## src/rtl/screen_ctrl.sv

```systemverilog
`default_nettype none
// ============================================================================
// Module   : screen_ctrl
// Purpose  : Menu/screen sequencer for a VGA front end. Debounces the two
//            active-low pushbuttons, steps between the title, instructions
//            and game screens, kicks the screen-memory drawer with a one-cycle
//            draw_go, and re-times the drawer's busy flag and coordinates into
//            the VGA plot strobe.
// Ports    : clk           - single clock, rising edge
//            resetn        - asynchronous active-low reset
//            key_next      - raw active-low "next" button (async)
//            key_back      - raw active-low "back" button (async)
//            draw_busy     - drawer is writing pixels
//            x_in, y_in    - drawer's current pixel coordinates
//            select_screen - 0 title, 1 instructions, 2 game
//            draw_go       - one-cycle start pulse for a full-screen draw
//            plot          - VGA write enable
//            x_out, y_out  - coordinates aligned with plot
//            game_active   - game screen owns the display
// Revision : 1.0 - initial release
// ============================================================================
module screen_ctrl #(
    parameter int DEBOUNCE_CYCLES = 500000,
    parameter int PLOT_DELAY      = 2
) (
    input  logic       clk,
    input  logic       resetn,
    input  logic       key_next,
    input  logic       key_back,
    input  logic       draw_busy,
    input  logic [9:0] x_in,
    input  logic [9:0] y_in,
    output logic [1:0] select_screen,
    output logic       draw_go,
    output logic       plot,
    output logic [9:0] x_out,
    output logic [9:0] y_out,
    output logic       game_active
);

    // Debounce counter runs 0..DEBOUNCE_CYCLES-1 over consecutive samples
    // that disagree with the accepted level.
    localparam int c_CNT_W = (DEBOUNCE_CYCLES > 1) ? $clog2(DEBOUNCE_CYCLES) : 1;
    localparam logic [c_CNT_W-1:0] c_CNT_MAX = c_CNT_W'(DEBOUNCE_CYCLES - 1);

    localparam logic [2:0] S_LAUNCH     = 3'd0;
    localparam logic [2:0] S_WAIT_START = 3'd1;
    localparam logic [2:0] S_DRAWING    = 3'd2;
    localparam logic [2:0] S_SHOWN      = 3'd3;
    localparam logic [2:0] S_GAME       = 3'd4;

    localparam logic [1:0] c_SCR_TITLE = 2'd0;
    localparam logic [1:0] c_SCR_INSTR = 2'd1;
    localparam logic [1:0] c_SCR_GAME  = 2'd2;

    // ------------------------------------------------------------------
    // Key conditioning: bit 0 = next, bit 1 = back.
    // ------------------------------------------------------------------
    logic [1:0] w_key_raw;
    logic [1:0] w_press;

    assign w_key_raw = {key_back, key_next};

    genvar gi;
    generate
        for (gi = 0; gi < 2; gi++) begin : g_key
            logic               r_sync1;
            logic               r_sync2;
            logic               r_level;
            logic               r_press;
            logic [c_CNT_W-1:0] r_cnt;

            always_ff @(posedge clk or negedge resetn) begin
                if (!resetn) begin
                    r_sync1 <= 1'b1;
                    r_sync2 <= 1'b1;
                    r_level <= 1'b1;
                    r_press <= 1'b0;
                    r_cnt   <= '0;
                end else begin
                    r_sync1 <= w_key_raw[gi];
                    r_sync2 <= r_sync1;
                    r_press <= 1'b0;
                    if (r_sync2 == r_level) begin
                        // Agreeing sample: any run of disagreement is broken.
                        r_cnt <= '0;
                    end else if (r_cnt == c_CNT_MAX) begin
                        // Enough consecutive disagreeing samples: accept the
                        // new level; only a 1->0 change is a press.
                        r_cnt   <= '0;
                        r_level <= r_sync2;
                        r_press <= ~r_sync2;
                    end else begin
                        r_cnt <= r_cnt + 1'b1;
                    end
                end
            end

            assign w_press[gi] = r_press;
        end
    endgenerate

    // Back dominates next when both fire together.
    logic w_back_ev;
    logic w_next_ev;

    assign w_back_ev = w_press[1];
    assign w_next_ev = w_press[0] & ~w_press[1];

    // ------------------------------------------------------------------
    // Single-entry pending slot merged with this cycle's live event.
    // A live event replaces the held one, except a held back survives a
    // live next. The merged result is what SHOWN acts on and what the
    // busy states store.
    // ------------------------------------------------------------------
    logic r_pend_vld;
    logic r_pend_back;
    logic w_slot_vld;
    logic w_slot_back;

    assign w_slot_vld  = w_back_ev | w_next_ev | r_pend_vld;
    assign w_slot_back = w_back_ev | (r_pend_vld & r_pend_back);

    // ------------------------------------------------------------------
    // Screen sequencer. All outputs are registered here.
    // ------------------------------------------------------------------
    logic [2:0] r_state;

    always_ff @(posedge clk or negedge resetn) begin
        if (!resetn) begin
            r_state       <= S_LAUNCH;
            select_screen <= c_SCR_TITLE;
            game_active   <= 1'b0;
            draw_go       <= 1'b0;
            r_pend_vld    <= 1'b0;
            r_pend_back   <= 1'b0;
        end else begin
            draw_go <= 1'b0;
            case (r_state)
                S_LAUNCH: begin
                    draw_go     <= 1'b1;
                    r_state     <= S_WAIT_START;
                    r_pend_vld  <= w_slot_vld;
                    r_pend_back <= w_slot_back;
                end
                S_WAIT_START: begin
                    r_pend_vld  <= w_slot_vld;
                    r_pend_back <= w_slot_back;
                    if (draw_busy) begin
                        r_state <= S_DRAWING;
                    end
                end
                S_DRAWING: begin
                    r_pend_vld  <= w_slot_vld;
                    r_pend_back <= w_slot_back;
                    if (!draw_busy) begin
                        r_state <= S_SHOWN;
                    end
                end
                S_SHOWN: begin
                    r_pend_vld  <= 1'b0;
                    r_pend_back <= 1'b0;
                    if (w_slot_vld) begin
                        if (w_slot_back) begin
                            // Back on the title screen has nowhere to go.
                            if (select_screen == c_SCR_INSTR) begin
                                select_screen <= c_SCR_TITLE;
                                r_state       <= S_LAUNCH;
                            end
                        end else if (select_screen == c_SCR_TITLE) begin
                            select_screen <= c_SCR_INSTR;
                            r_state       <= S_LAUNCH;
                        end else if (select_screen == c_SCR_INSTR) begin
                            select_screen <= c_SCR_GAME;
                            game_active   <= 1'b1;
                            r_state       <= S_GAME;
                        end
                    end
                end
                S_GAME: begin
                    r_pend_vld  <= 1'b0;
                    r_pend_back <= 1'b0;
                    if (w_back_ev) begin
                        select_screen <= c_SCR_TITLE;
                        game_active   <= 1'b0;
                        r_state       <= S_LAUNCH;
                    end
                end
                default: begin
                    r_state <= S_LAUNCH;
                end
            endcase
        end
    end

    // ------------------------------------------------------------------
    // Memory-read alignment pipeline: busy and coordinates travel
    // together so plot lines up with the colour coming out of memory.
    // Clearing it on reset kills any in-flight pixels of an aborted draw.
    // ------------------------------------------------------------------
    logic [PLOT_DELAY-1:0] r_busy_pipe;
    logic [9:0]            r_x_pipe [PLOT_DELAY];
    logic [9:0]            r_y_pipe [PLOT_DELAY];

    always_ff @(posedge clk or negedge resetn) begin
        if (!resetn) begin
            r_busy_pipe <= '0;
            for (int i = 0; i < PLOT_DELAY; i++) begin
                r_x_pipe[i] <= '0;
                r_y_pipe[i] <= '0;
            end
        end else begin
            r_busy_pipe[0] <= draw_busy;
            r_x_pipe[0]    <= x_in;
            r_y_pipe[0]    <= y_in;
            for (int i = 1; i < PLOT_DELAY; i++) begin
                r_busy_pipe[i] <= r_busy_pipe[i-1];
                r_x_pipe[i]    <= r_x_pipe[i-1];
                r_y_pipe[i]    <= r_y_pipe[i-1];
            end
        end
    end

    // The game logic owns the VGA port while game_active is set.
    assign plot  = r_busy_pipe[PLOT_DELAY-1] & ~game_active;
    assign x_out = r_x_pipe[PLOT_DELAY-1];
    assign y_out = r_y_pipe[PLOT_DELAY-1];

endmodule
`default_nettype wire

```

## config.mk

```make
export PLATFORM = sky130hd
export DESIGN_NAME = screen_ctrl
export DESIGN_NICKNAME = d
export VERILOG_FILES = /design/src/rtl/screen_ctrl.sv
export SDC_FILE = /design/constraint.sdc
export NUM_CORES = 1
export LEC_CHECK = 0
export ABC_CLOCK_PERIOD_IN_PS = 1900
export CAP_MARGIN = 20
export CORE_MARGIN = 2
export CORE_UTILIZATION = 35
export CTS_BUF_LIST = sky130_fd_sc_hd__clkbuf_4 sky130_fd_sc_hd__clkbuf_8
export DETAILED_ROUTE_END_ITERATION = 8
export SETUP_SLACK_MARGIN = 0.05
export SLEW_MARGIN = 20
export SYNTH_ARGS = -nofsm -noshare
export SYNTH_HDL_FRONTEND = slang
export SYNTH_SLANG_ARGS = --single-unit
```

## constraint.sdc

```tcl
create_clock -name clk -period 1.9 [get_ports clk]
set_clock_uncertainty 0.2 [all_clocks]
set_input_delay 0.19 -clock clk [delete_from_list [all_inputs] [get_ports clk]]
set_output_delay 0.19 -clock clk [all_outputs]
set_load 0.01 [all_outputs]
```

==> flow_summary_export.csv, run 1 <==
group,metric,value,unit
status,status,"finished, violations left",
status,violations,"negative setup slack",
setup_path,critPathLaunchType,"register",
grt,met1_usage,0.154,
power,p_leak,0.00220,uW
die,fp.dieW,109,um
cts,cts_made_buffers,9,
finish,fin_area,5130,um2
setup_path,crit_fanout,6,
cts,clk_pin_slew,0.10,ns
placement,portBuffers,49,
synth,synth_async_sr_flop_share,1.00,
synth,synth_edf_count,0,
cts,cts_tree,"done",
synth,yosysUniqueCellTypes,49,
finish,drive_gt1_frac,0.287,
synth,synth_top_cell_by_area,"dfrtp_1",
min_path,min_to,"g_key[0].r_sync1",
min_path,min-delay-start,"key_next",
sta,tns,-0.175,ns
setup_path,rr_worst_depth,4,
grt,grt_antenna_before_repair,0,
drt,drtIter0Drc,74,
grt,met3_usage,0.0440,
grt,overflow,0,
synth,ys_ff_latch,97,
grt,grt.busiest_layer,"met2",
setup_path,cp.arrival,2.08,ns
synth,syn_nets,350,
placement,dpl_cell_area,4680,um2
min_path,whs_path_depth,1,
job,max_cap_violations,0,
finish,regArea,2440,um2
placement,gp_congestion,0.810,
synth,synth_ff_type,"dfrtp_1",
sta,max_slew.worst_pin.slew,0.443,ns
synth,synth_top_cell_area_share,0.595,
synth,synth_area_per_cell,11.8,um2
cts,cts.sinks,97,
drt,drt-total-wl,7520,um
sta,final_max_slew_viol_count,0,
drt,viasPerCell,4.89,
sta,fin_crit_sh,1.04,
cts,ctsRootBufferMaster,"clkbuf_8",
die,die_h,109,um
sta,clock.fmax,508,MHz
drt,drc,0,
grt,grt_start_max_net_pins,43,
grt,grt_pass1_wl,12300,um
drt,first_pass_iters,4,
power,powerDensity,781,nW/um2
cts,clk-insertion-delay-late,0.37,ns
drt,wire_per_inst,13.6,um
sta,hold_viol_final,0,
finish,diodes,0,
min_path,min_path_type,"in2reg",
grt,globalRouteMet2Util,0.237,
placement,hpwlAfterDp,5100,um
die,initial_core_util,0.356,
sta,fin_crit,1.97,ns
placement,pre_cts_slack,-0.0987,ns
finish,fin_nets,436,
setup_path,end_kind,"register",
synth,seq_area_frac_synth,0.637,
die,core-area,10700,um2
power,ir_drop,0.000531,V
drt,vias,2710,
finish,area_delta_synth_final,34.1,%
setup_path,critPathRequiredTime,2.01,ns
sta,timing.slew.headroom,0.704,
cts,htreeDepth,3,
sta,fin_ws,-0.0697,ns
finish,multiInputGateArea,1360,um2
grt,grt_pass1_vias,2661,
setup_path,timing.rr.start,"g_key[1].r_cnt[9]",
die,rows,38,
setup_path,regToRegSetupSlack,-0.07,ns
finish,nFillCells,987,
synth,synth.area.top_cells,"dfrtp_1 60%, dfstp_2 4.1%, buf_4 3.9%, nor2_1 3.0%, xor2_1 3.0%",
synth,synthCells,323,
die,ios,50,
drt,ant_nets,0,
die,dieArea,11800,um2
cts,clk_path_buf_depth,2,
grt,track_usage,0.135,
setup_path,r2r-end,"g_key[1].r_cnt[17]",
setup_path,critPathKind,"reg2reg",
synth,syn_area,3820,um2
sta,setup-violations-final,3,
sta,rsz0062_at_grt,"yes",
synth,ys_warn_count,0,
==> cell type report <==
cell class                 instances  share of cell area
clock inverter                     6             0.00976
sequential                        97               0.475
tap                              140              0.0342
inverter                           8             0.00586
multi-input combinational        192               0.264
timing repair buffer             101               0.184
clock buffer                      10              0.0268
==> kinds of logic (layout without fill, tap and decap cells) <==
group,Yosys count,after routing,share of synthesized area
and+or+nand+nor,122,122,0.176
DFF,97,97,0.637
AOI/OAI and AO/OA,41,41,0.0648
buffers and inverters,34,125,0.0533
xor gates and xnor gates,25,25,0.0572
adders and majority gates,2,2,0.00654
muxes,2,2,0.00589
==> timing repair <==
item / in CTS / in global routing
cloned: 0 / 0
endpoints found under the hold margin: 95 / 1
setup endpoints to repair: 11 / 44
setup buffers: 6 / 4
hold buffers: 1 / 1
resized for setup: 16 / 27
pin swaps: 10 / 12
==> layer usage <==
metal	share of wire	wire, um	vias up
met2	0.51	3830	72
met3	0.041	310	20
met1	0.43	3210	1348
met5	0	0	-
met4	0.024	182	0
li1	-	-	1270
==> Yosys cell counts, types with 3 or more instances <==
master    number
or3_2          3
buf_4         20
nor4_1         5
nand3_1       10
inv_1          8
xnor2_1       12
clkbuf_1       5
xor2_1        13
nand2_1       17
and4_1         3
a21oi_1       14
o21ai_0       10
and2_1         3
or4_1          5
or3_1          5
nor2_1        31
or2_2          4
nor3_1         8
o31ai_1        3
dfstp_2        6
nand3b_1       3
dfrtp_1       91
nand4_1       11
==> critical path, stage by stage (launching register included) <==
cell and delay (ns):
dfrtp_1 0.39, nand4_2 0.12, or4_4 0.58, or4_4 0.49, a21oi_1 0.13
==> metrics by stage <==
stage                     total power, uW  utilization  cells  hold WS (ns)
after floorplan                      2490            -    323        -0.306
after global placement               2750        0.435    526       -0.0325
after detailed placement             2760        0.435    526       -0.0325
after CTS                            4060        0.464    549       0.00147
after global routing                 4200        0.477    554        0.0108
final                                4000        0.477    554        0.0153
==> placed cells by master, fill, tap and decap left out, types with 3 or more instances in the layout <==
master	count
dfrtp_1	89
or3_1	4
or4_4	6
nor2_1	30
dfstp_2	6
a21oi_2	7
nand3_1	8
nand2_1	16
nor4_1	3
xnor2_1	12
nand4_1	11
or3_4	4
or2_2	3
a21oi_1	7
nand3b_1	3
clkbuf_8	10
buf_4	43
nor3_1	8
buf_12	3
clkdlybuf4s50_1	47
inv_1	8
and2_1	3
xor2_1	13
buf_6	5
o21ai_0	9
==> power breakdown <==
part / total [uW] / internal (uW) / switching [uW]
clock: 1270 / 530 / 742
combinational: 510 / 272 / 238
sequential: 2220 / 2160 / 58.5
total: 4000 / 2970 / 1040
==> worst max-delay path by stage <==
stage                            start            endpoint  slack, ns  cells after the start
global route         g_key[0].r_cnt[1]  g_key[0].r_cnt[18]      -0.14                      5
finish               g_key[1].r_cnt[9]  g_key[1].r_cnt[17]      -0.07                      4
global placement    g_key[1].r_cnt[11]  g_key[1].r_cnt[17]      -0.04                      4
floorplan            g_key[1].r_cnt[8]  g_key[1].r_cnt[17]      -0.11                      5
CTS                  g_key[0].r_cnt[0]  g_key[0].r_cnt[18]      -0.05                      5
detailed placement  g_key[1].r_cnt[10]  g_key[1].r_cnt[17]       -0.1                      4
==> registers in the layout, summed over array words and instances (netlist names) <==
name           flops
g_key.r_level      2
r_pend_vld         1
g_key.r_press      2
r_state            3
game_active        1
select_screen      2
r_y_pipe          10
r_pend_back        1
r_busy_pipe        2
g_key.r_cnt       38
g_key.r_sync1      2
r_x_pipe          10
y_out             10
x_out             10
draw_go            1
g_key.r_sync2      2
No activity file was read; power rests on OpenSTA's default activity.
==> run 2, diff against run 1 <==
--- a/config.mk
+++ b/config.mk
@@ -9,8 +9,8 @@
 export CAP_MARGIN = 20
 export CORE_MARGIN = 2
 export CORE_UTILIZATION = 35
-export CTS_BUF_LIST = sky130_fd_sc_hd__clkbuf_4 sky130_fd_sc_hd__clkbuf_8
 export DETAILED_ROUTE_END_ITERATION = 8
+export DONT_BUFFER_PORTS = 1
 export SETUP_SLACK_MARGIN = 0.05
 export SLEW_MARGIN = 20
 export SYNTH_ARGS = -nofsm -noshare
==> run 2 against run 1 <==
  * The flow finishes with violations (negative hold slack, negative setup slack)
  * Setup slack improved by 0.0081 ns
  * Die area is the same
  * Global-route usage decreased by 0.37 points
  * First-iteration DRC count is 85% higher
  * Total power increased by 1.4%
  * Critical path type unchanged
  * Critical endpoint unchanged
  * Highest routed layer unchanged
==> flow_summary_export.csv, run 2 (synthesis results as in run 1) <==
group,metric,value,unit
sta,fin_crit,1.96,ns
finish,largest-register,"g_key.r_cnt",
setup_path,critPathKind,"reg2reg",
drt,wire_per_inst,14.0,um
setup_path,crit_fanout,8,
die,fp.dieW,109,um
power,powerDensity,832,nW/um2
power,intPower,2990,uW
grt,grt_pass1_vias,2582,
power,pwr-share-comb,0.086,
grt,grt_antenna_before_repair,0,
sta,whs,-0.709,ns
drt,ant_nets,0,
grt,grt_pass1_wl,12100,um
min_path,min_path_type,"in2async",
die,rows,38,
cts,ctsRootBufferMaster,"clkbuf_8",
setup_path,cp.arrival,2.07,ns
die,core-area,10700,um2
finish,diodes,0,
die,die_h,109,um
finish,drive_gt1_frac,0.332,
sta,fin_crit_sh,1.03,
cts,cts_tree,"done",
finish,fin_nets,408,
cts,clk_pin_slew,0.12,ns
grt,grt_start_max_net_pins,98,
setup_path,critPathRequiredTime,2.01,ns
job,max_cap_violations,0,
drt,drt-total-wl,7380,um
sta,clock.fmax,510,MHz
finish,area_delta_synth_final,27.6,%
sta,fin_ws,-0.0616,ns
drt,first_pass_iters,4,
power,p_clk_frac,0.361,
drt,vias,2539,
power,power.total,4060,uW
power,p_seq_frac,0.552,
finish,largest_register_ffs,38,
die,dieArea,11800,um2
cts,cts.sinks,97,
sta,rsz0062_at_grt,"yes",
drt,viasPerCell,4.83,
drt,drc,0,
grt,track_usage,0.132,
placement,dpl_cell_area,4160,um2
setup_path,critPathLaunchType,"register",
finish,layout_common_cells,"90 x dfrtp_1, 46 x buf_4, 23 x dlygate4sd3_1, 20 x nor2_1, 16 x nand2_1",
sta,hold_viol_final,97,
power,ir_drop,0.000512,V
finish,fin_area,4880,um2
die,initial_core_util,0.356,
drt,drtIter0Drc,137,
power,switching_share,0.264,
sta,timing.slew.headroom,0.751,
die,ios,50,
status,violations,"negative hold slack, negative setup slack",
grt,overflow,0,
placement,portBuffers,0,
cts,cts_made_buffers,9,
finish,final_common_cell,"dfrtp_1",
cts,htreeDepth,3,
sta,setup-violations-final,9,
power,p_leak,0.00205,uW
setup_path,end_kind,"register",
status,status,"finished, violations left",
cts,clk_path_buf_depth,2,
cts,hold_buffers,23,
sta,final_max_slew_viol_count,0,
placement,hpwlAfterDp,4650,um
cts,clk-insertion-delay-late,0.37,ns
sta,max_slew.worst_pin.slew,0.368,ns
power,p_switching,1070,uW
placement,gp_congestion,0.793,
## run 2: metrics by stage
| step | utilization | setup slack (ns) | TNS (ns) | instances |
|---|---|---|---|---|
| finish | 0.454 | -0.0616 | -0.205 | 526 |
| global route | 0.454 | -0.143 | -1.56 | 526 |
| CTS | 0.439 | -0.0624 | -0.181 | 523 |
| detailed placement | 0.388 | -0.153 | -0.744 | 477 |
| global placement | 0.388 | -0.0944 | -0.254 | 477 |
| floorplan | - | -0.112 | -0.689 | 323 |
## run 2: power groups by stage
stage          Sequential (uW)  Clock [uW]  Combinational (uW)
6_report                  2240        1470                 351
5_1_grt                   2260        1600                 391
4_1_cts                   2250        1510                 337
3_5_place_dp              2290           0                 281
3_3_place_gp              2290           0                 277
2_1_floorplan             2250           0                 236
## run 2: critical path, cell delays in order, from the launching register on
cell     delay (ns)
dfrtp_1        0.37
nand4_2        0.12
or4_4          0.58
or4_4          0.50
a21oi_2        0.14
## run 2: final cells by class
cell class,count,area (um2)
fill,1009,5860
clock inverter,7,95.1
timing repair buffer,73,633
inverter,8,30.0
multi-input combinational,192,1390
sequential,97,2440
tap,140,175
clock buffer,9,124
## run 2: what timing repair did
| action | in CTS | in global routing |
|---|---|---|
| endpoints found under the setup margin | 10 | 42 |
| endpoints found under the hold margin | 122 | 97 |
| setup buffers | 6 | 3 |
| pin swaps | 9 | 20 |
| gates cloned | 1 | 0 |
| resized for setup | 12 | 41 |
## run 2: worst paths after layout
check,end,slack [ns],depth (start not counted),start
worst max-delay path,g_key[1].r_cnt[17],-0.06,4,g_key[1].r_cnt[8]
worst min-delay path,r_x_pipe[13],-0.71,0,resetn
worst max register to register,g_key[1].r_cnt[17],-0.06,4,g_key[1].r_cnt[8]
worst min register to register,y_out[1],0.15,0,r_y_pipe[11]
max in group asynchronous,g_key[1].r_sync2,1.98,0,resetn
min in group clk,y_out[1],0.15,0,r_y_pipe[11]
## run 2: per-layer routing
metal  vias to the layer above  routed length [um]  share of wire  global-route usage
met5                         -                   0              0                   0
met4                         0                 108          0.015              0.0476
met3                        10                 351          0.048              0.0452
met2                        54                3560           0.48               0.204
met1                      1259                3360           0.46               0.171
li1                       1216                   -              -                   -
